`src/rtl/ssd_pkg.sv`:
```
// Shared definitions for the four-digit seven-segment scan driver.
package ssd_pkg;

  localparam int NUM_DIGITS = 4;
  localparam int SEG_W      = 7;

  typedef logic [1:0] digit_idx_t;

  localparam logic [NUM_DIGITS-1:0] AN_ALL_OFF  = 4'b1111;
  localparam logic [SEG_W-1:0]      SEG_ALL_OFF = 7'b1111111;

  // Active-low anode pattern that enables exactly one digit.
  function automatic logic [NUM_DIGITS-1:0] anode_drive(input digit_idx_t idx);
    return ~(NUM_DIGITS'(1) << idx);
  endfunction

endpackage

```
`src/rtl/ssd_prescaler.sv`:
```
// Free-running slot timer: counts 0..DIV-1 and flags the terminal count.
module ssd_prescaler #(
  parameter int DIV   = 50000,
  parameter int CNT_W = $clog2(DIV)
) (
  input  logic             clk,
  input  logic             reset,
  output logic [CNT_W-1:0] count,
  output logic             tick
);

  logic [CNT_W-1:0] count_q;
  logic [CNT_W-1:0] count_d;

  assign tick  = (count_q == CNT_W'(DIV - 1));
  assign count = count_q;

  // Advance the count, wrapping to zero after the terminal value.
  always_comb begin
    count_d = tick ? '0 : count_q + 1'b1;
  end

  // Count register.
  always_ff @(posedge clk or posedge reset) begin
    if (reset) count_q <= '0;
    else       count_q <= count_d;
  end

endmodule

```
`src/rtl/ssd_scan_driver.sv`:
```
// Multiplexed four-digit seven-segment driver with frame-synchronous image
// updates and a short blanking gap at the start of each digit slot.
// Optional feature macro: SSD_DIM_EN adds a 2-bit brightness input that
// shortens the lit part of every slot.
module ssd_scan_driver
  import ssd_pkg::*;
#(
  parameter int SCAN_DIV  = 50000,
  parameter int BLANK_CYC = 2
) (
  input  logic                        clk,
  input  logic                        reset,
  input  logic [NUM_DIGITS*SEG_W-1:0] ssd,
  input  logic                        load,
  input  logic [NUM_DIGITS-1:0]       blank_mask,
`ifdef SSD_DIM_EN
  input  logic [1:0]                  brightness,
`endif
  output logic [NUM_DIGITS-1:0]       an,
  output logic [SEG_W-1:0]            seg,
  output logic                        busy,
  output logic                        frame_done
);

  localparam int CNT_W = $clog2(SCAN_DIV);
  localparam int IMG_W = NUM_DIGITS * SEG_W;
  localparam logic [31:0] BLANK_END = 32'(BLANK_CYC);

  logic [CNT_W-1:0] count;
  logic             tick;
  logic [31:0]      count_ext;
  logic             frame_wrap;
  logic             in_window;
  logic [SEG_W-1:0] digit_seg;

  digit_idx_t      index_q,   index_d;
  logic [IMG_W-1:0] holding_q, holding_d;
  logic [IMG_W-1:0] display_q, display_d;
  logic            busy_q,    busy_d;
  logic [NUM_DIGITS-1:0] an_q, an_d;
  logic [SEG_W-1:0]      seg_q, seg_d;

  ssd_prescaler #(
    .DIV   (SCAN_DIV),
    .CNT_W (CNT_W)
  ) u_prescaler (
    .clk   (clk),
    .reset (reset),
    .count (count),
    .tick  (tick)
  );

  assign count_ext  = 32'(count);
  assign frame_wrap = tick && (index_q == digit_idx_t'(NUM_DIGITS - 1));
  assign digit_seg  = display_q[index_q*SEG_W +: SEG_W];

`ifdef SSD_DIM_EN
  localparam int          ON_SPAN    = SCAN_DIV - BLANK_CYC;
  localparam logic [31:0] DIM_END_0  = 32'(BLANK_CYC + (ON_SPAN * 1) / 4);
  localparam logic [31:0] DIM_END_1  = 32'(BLANK_CYC + (ON_SPAN * 2) / 4);
  localparam logic [31:0] DIM_END_2  = 32'(BLANK_CYC + (ON_SPAN * 3) / 4);
  localparam logic [31:0] DIM_END_3  = 32'(BLANK_CYC + (ON_SPAN * 4) / 4);

  logic [31:0] dim_end;

  // Pick where the lit part of the slot ends for the requested brightness.
  always_comb begin
    case (brightness)
      2'd0:    dim_end = DIM_END_0;
      2'd1:    dim_end = DIM_END_1;
      2'd2:    dim_end = DIM_END_2;
      default: dim_end = DIM_END_3;
    endcase
  end

  assign in_window = (count_ext >= BLANK_END) && (count_ext < dim_end);
`else
  assign in_window = (count_ext >= BLANK_END);
`endif

  // Digit sequencing, double-buffered image hand-off and pending flag.
  always_comb begin
    index_d   = tick ? index_q + 2'd1 : index_q;
    display_d = (frame_wrap && busy_q) ? holding_q : display_q;
    holding_d = load ? ssd : holding_q;
    busy_d    = load | (busy_q & ~frame_wrap);
  end

  // Decide which anode and segment pattern the next cycle should show.
  always_comb begin
    an_d  = AN_ALL_OFF;
    seg_d = SEG_ALL_OFF;
    if (in_window && !blank_mask[index_q]) begin
      an_d  = anode_drive(index_q);
      seg_d = ~digit_seg;
    end
  end

  // State and registered display outputs.
  always_ff @(posedge clk or posedge reset) begin
    if (reset) begin
      index_q   <= '0;
      holding_q <= '0;
      display_q <= '0;
      busy_q    <= 1'b0;
      an_q      <= AN_ALL_OFF;
      seg_q     <= SEG_ALL_OFF;
    end else begin
      index_q   <= index_d;
      holding_q <= holding_d;
      display_q <= display_d;
      busy_q    <= busy_d;
      an_q      <= an_d;
      seg_q     <= seg_d;
    end
  end

  assign an         = an_q;
  assign seg        = seg_q;
  assign busy       = busy_q;
  assign frame_done = frame_wrap;

endmodule

```
`config.mk`:
```
export PLATFORM = sky130hd
export DESIGN_NAME = ssd_scan_driver
export DESIGN_NICKNAME = d
export VERILOG_FILES = /design/src/rtl/ssd_pkg.sv /design/src/rtl/ssd_prescaler.sv /design/src/rtl/ssd_scan_driver.sv
export SDC_FILE = /design/constraint.sdc
export NUM_CORES = 1
export LEC_CHECK = 0
export BUFFER_PORTS_ARGS = -buffer_cell sky130_fd_sc_hd__buf_2
export CORE_ASPECT_RATIO = 0.75
export CORE_UTILIZATION = 40
export DETAILED_ROUTE_END_ITERATION = 16
export GPL_TIMING_DRIVEN = 1
export SKIP_CTS_REPAIR_TIMING = 1
export SLEW_MARGIN = 20
export SYNTH_ARGS = -nofsm -noshare
export SYNTH_HDL_FRONTEND = slang
export SYNTH_HIERARCHICAL = 1
export SYNTH_SLANG_ARGS = --single-unit
```
`constraint.sdc`:
```
create_clock -name clk -period 2.1 [get_ports clk]
set_input_delay 0.21 -clock clk [delete_from_list [all_inputs] [get_ports clk]]
set_output_delay 0.21 -clock clk [all_outputs]
set_load 0.01 [all_outputs]
```
**Yosys cells after proc, flatten, opt, wreduce, memory -nomap -nowiden**

Index checks and enable logic that the tools add are counted.

- Register bits after elaboration: 86
- Output and inout port bits: 13
- Logic and storage cells: 30

- Add/subtract/negate cells: 2
- Multipliers: 1
- $lt $le $gt $ge: 2
- Equal/unequal tests: 2
- Shifts and indexed selects: 2
- Multiplexer cells: 5
- Bitwise operators: 5
- Reduce and logical (&&, ||, !) cells: 4

Operator list:

| operator | number |
|---|---|
| variable part select 28 x 6 -> 7 bit | 1 |
| adder 16 x 1 -> 16 bit, second input constant | 1 |
| equality test 16 bit, second input constant | 1 |
| greater-or-equal comparator 16 x 2 -> 1 bit, second input constant | 1 |
| 2-to-1 mux 16 bit | 1 |
| 2-to-1 mux 7 bit | 1 |
| NOT 7 bit | 1 |
| multiplier 2 x 3 -> 5 bit, second input constant | 1 |
| 2-to-1 mux 4 bit | 1 |
| NOT 4 bit | 1 |
| << shifter 1 x 2 -> 4 bit, first input constant | 1 |
| logical AND 1 bit | 3 |
| < comparator 2 x 3 -> 1 bit, second input constant | 1 |
| adder 2 x 1 -> 2 bit, second input constant | 1 |
| binary-select mux 1 bit (select 2 bit) | 1 |
| equality test 2 bit, second input constant | 1 |
| bitwise AND 1 bit | 1 |
| logical NOT 1 bit | 1 |
| 2-to-1 mux 1 bit | 1 |
| NOT 1 bit | 1 |
| OR 1 bit | 1 |

**Logic depth before layout (Yosys ltp)**

- Depth in word-level cells: 5
- Gate-level depth with buffers: 8
- Mapped depth without buffers: 7

**Cells and area by module**

Netlist, hierarchy kept.

Modules (own cells, without submodules):

| module | instances | cells an instance | area each (um2) | sequential area each (um2) |
|---|---|---|---|---|
| ssd_scan_driver | 1 | 175 | 2,919.0 | 1,765.4 |
| ssd_prescaler | 1 | 68 | 757.0 | 400.4 |

**Worst setup path before layout**

No wires, ideal clock.

- Path kind: reg2reg
- From: register u_prescaler.count_q[4] (netlist: u_prescaler/count[4])
- To: register display_q[0]
- Library setup time: 125 ps
- Arrival time: 2,253 ps
- Required time: 1,975 ps
- Slack: -278 ps
- Cell stages (with the launch flop): 8
- Path buffers: 1
- Clock period less this slack: 2,378 ps
- Cells stage by stage: dfrtp_1 or4b_4 nor4_4 nand2_2 clkinv_2 nand2_4 buf_6 mux2_4

- Longest elaborated chain between the ends: 3

Ends and longest elaborated chain:

| what | line | source |
|---|---|---|
| start, declared | ssd_prescaler.sv:12 | `logic [CNT_W-1:0] count_q;` |
| start signal, assigned | ssd_prescaler.sv:26 | `else count_q <= count_d;` |
| equality test 16 bit | ssd_prescaler.sv:15 | `assign tick = (count_q == CNT_W'(DIV - 1));` |
| net tick | ssd_scan_driver.sv:30 | `logic tick;` |
| logical AND 1 bit | ssd_scan_driver.sv:54 | `assign frame_wrap = tick && (index_q == digit_idx_t'(NUM_DIGITS - 1));` |
| net frame_done | ssd_scan_driver.sv:22 | `output logic frame_done` |
| logical AND 1 bit | ssd_scan_driver.sv:84 | `display_d = (frame_wrap && busy_q) ? holding_q : display_q;` |
| end signal, assigned | ssd_scan_driver.sv:111 | `display_q <= display_d;` |
| end, declared | ssd_scan_driver.sv:38 | `logic [IMG_W-1:0] display_q, display_d;` |

The timed path passes the listed nets, and every way through them passes these cells.
A chain may end at the register's enable or synchronous reset.

**Final worst setup path**

- From: register u_prescaler.count_q[7] (netlist: u_prescaler/count[7])
- To: output frame_done

- Longest elaborated chain between the ends: 2

Ends and longest elaborated chain:

| what | line |
|---|---|
| equality test 16 bit | ssd_prescaler.sv:15 |
| net tick | ssd_scan_driver.sv:30 |
| logical AND 1 bit | ssd_scan_driver.sv:54 |
| end, declared | ssd_scan_driver.sv:22 |

The timed path passes the listed nets, and every way through them passes these cells.

==> impl_results.md <==
* Overall power at 3.46 mW
* GRT Overall Usage at 15.6%
* CP Cell Sequence: or4b_4 -> nor4_4 -> nand2_2 -> clkinv_2 -> buf_2
* Syn nets at 283
* Pin count of the biggest net entering global routing at 33
* Worst Setup End Kind: output pin
* Commonest non-fill, non-tap cell in the layout: dfrtp_1
* Initial antenna violation count at 0
* Placed Cells at 411
* CTS sink cnt at 86
* Synth warn at 6
* Final worst slack at 0.0371 ns
* Clock root buffer: clkbuf_16
* Layer with the highest usage: met2
* Post-route core utilization at 51.7%
* Max Cap Viol at 0
* Critical path peak fanout at 2
* Die area at 9580 um2
* Slowest stage cell on the critical path: or4b_4
* Met1 Use GR at 21.1%
* CTS buffer count at 9
* Worst reg-to-reg path cell count at 7
* CTS tree: built
* Worst setup path class: flip-flop to output pin
* RR Endpoint: display_q[1]$_DFFE_PP0P_
* Syn_area_per_cell at 15.1 um2
* Crit share post-route at 98.2%
* Vias in the first global route at 2,243
* Hold Crit Class: input port to asynchronous set/reset pin
* Die Ht at 85.0 um
* Die Span X at 113 um
* Violated checks: negative hold slack
* FMAX at 485 MHz
* WL per Instance at 15.6 um
* Via Count at 2,167
* Flops & latches, synth at 86
* 1st-iter DRT viols at 74
* Slew @ Worst Pin at 0.675 ns
* # H-tree levels at 3
* Global-route wire length before repair at 11,200 um
* Final setup viols at 0
* Hold Worst Slack at -0.0289 ns
* Final net count at 354
* Sequential area share after synthesis at 58.9%
* RR Startpoint: u_prescaler/count[7]$_DFF_PP0_
* Period minus WS final at 2.06 ns
* Final Skew at 0.00513 ns
* Layout area overhead at 21.9%
* Place WS at 0.0405 ns
* Status: complete, but fails checks
* Yosys cell types at 34
* R2r setup slk at 0.06 ns
* Non-Filler Instances at 427
* Drt drc at 0
* Max-slew violation count at 0
* Layout fillers at 758
* Hold Vio Cnt, Final at 37
* Cell area power density at 772 nW/um2
* Post-detail-place hpwl at 4620 um
* DR pass1 iterations at 4
* ANT cells at 0
* Mapped Area at 3680 um2
* CP arrival at 1.85 ns
* GP Congestion at 0.771
* # port buffers at 47
* Cell Rows at 29
* Initial Util at 42.4%
* Critical path launch point type: flip-flop
* Most frequent cells in the layout: dfrtp_1 (75), buf_2 (47), mux2_2 (37), mux2_4 (20), buf_4 (19)
* Met2 GRT Util at 24.2%
* GR Layer Usage met3 at 4.43%
* Std-Cell Core Area at 8670 um2
* Worst-Skew Late Latency at 0.33 ns
* Io pins at 48
* CP required at 1.89 ns
* Clk slew on worst S/H paths at 0.06 ns
* Vias/cell at 5.07
* CP max stage delay at 0.55 ns
* Static Leak at 2.12 nW
* WL final at 6660 um
* Routed Antenna Nets at 0
* Max VDD drop at 425 uV
* Layout cells sized above 1 at 52.4%
* Relative slew slack at 54.9%
* Setup repair after global routing missed its margin: true
* Cells after synthesis at 243
* Max Root-Sink Buffers at 2
* Grt ovf at 0
-- per-layer routing --
| layer | vias up | share of wire [%] |
|---|---|---|
| met3 | 4 | 4.0 |
| met5 | - | 0 |
| met4 | 0 | 0.60 |
| met2 | 47 | 46 |
| met1 | 1093 | 49 |
| li1 | 1023 | - |
-- per-stage QoR --
stage	setup TNS [ns]	instance area, um2
floorplan	-6.32	3680
global placement	0	4180
detailed placement	0	4180
CTS	-0.00293	4480
global route	-0.813	4480
finish	0	4480
-- sequential cells by signal, summed over array words and instances (netlist names) --
name               cells
an                     4
holding_q             28
index_q                2
display_q             28
seg                    7
busy                   1
u_prescaler/count     16
-- synthesized netlist by cell type (all sizes together) --
master | n | area share, %
o21ai | 2 | 0.27
or3 | 1 | 0.17
buf | 8 | 1.7
inv | 4 | 0.41
nor4 | 7 | 1.6
nand2b | 1 | 0.17
nor2b | 1 | 0.17
clkbuf | 1 | 0.10
nand3 | 14 | 1.9
mux2i | 3 | 0.82
a21oi | 1 | 0.14
ha | 5 | 1.7
or4b | 1 | 0.37
or2 | 1 | 0.17
nor3 | 1 | 0.14
mux2 | 57 | 20
xor2 | 8 | 1.9
nand4 | 7 | 1.2
or4bb | 2 | 0.61
dfrtp | 75 | 51
mux4 | 7 | 4.3
nor2 | 9 | 0.92
a21o | 1 | 0.20
nand2 | 8 | 1.1
clkinv | 1 | 0.14
dfstp | 11 | 7.9
and4 | 1 | 0.24
xnor2 | 5 | 1.2
-- layout make-up --
cell class              instances  area [um2]  share of cell area [%]
flip-flops and latches         86        2170                    48.3
multi-input cells             143        1430                    31.8
clock inverters                 7        72.6                    1.62
well taps                     108         135                    3.02
clock buffers                   9         225                    5.03
repair buffers                 69         438                    9.77
inverters                       5        20.0                   0.447
-- cell families (layout without fill, tap and decap cells) --
group / after synthesis / in the layout / share of synthesized area [%]
flip-flops: 86 / 86 / 58.9
multiplexers: 67 / 67 / 24.6
AND/OR/NAND/NOR: 54 / 54 / 8.75
buffers and inverters: 14 / 90 / 2.31
XOR/XNOR: 13 / 13 / 3.10
adder cells (fa/ha/maj): 5 / 5 / 1.70
AO/OA/AOI/OAI: 4 / 4 / 0.613
-- power by group --
group | switching (mW) | total [mW] | internal, mW
logic | 0.0681 | 0.148 | 0.0798
clock network | 0.645 | 1.57 | 0.925
registers | 0.0304 | 1.74 | 1.71
total | 0.743 | 3.46 | 2.72
-- worst max-delay path by stage --
stage | from | to | cells after the start
2_1_floorplan | u_prescaler/count[4]$_DFF_PP0_ | display_q[0]$_DFFE_PP0P_ | 7
3_3_place_gp | u_prescaler/count[7]$_DFF_PP0_ | display_q[13]$_DFFE_PP0P_ | 7
3_5_place_dp | u_prescaler/count[7]$_DFF_PP0_ | display_q[0]$_DFFE_PP0P_ | 7
4_1_cts | u_prescaler/count[7]$_DFF_PP0_ | frame_done | 5
5_1_grt | u_prescaler/count[7]$_DFF_PP0_ | frame_done | 5
6_report | u_prescaler/count[7]$_DFF_PP0_ | frame_done | 5
-- critical path, delay by kind of cell (launching register included) --
family | cells | cell delay (ns)
DFF | 1 | 0.38
buffers and inverters | 2 | 0.22
and+or+nand+nor | 3 | 0.93
Note: power is estimated with default switching activity, not from simulation.
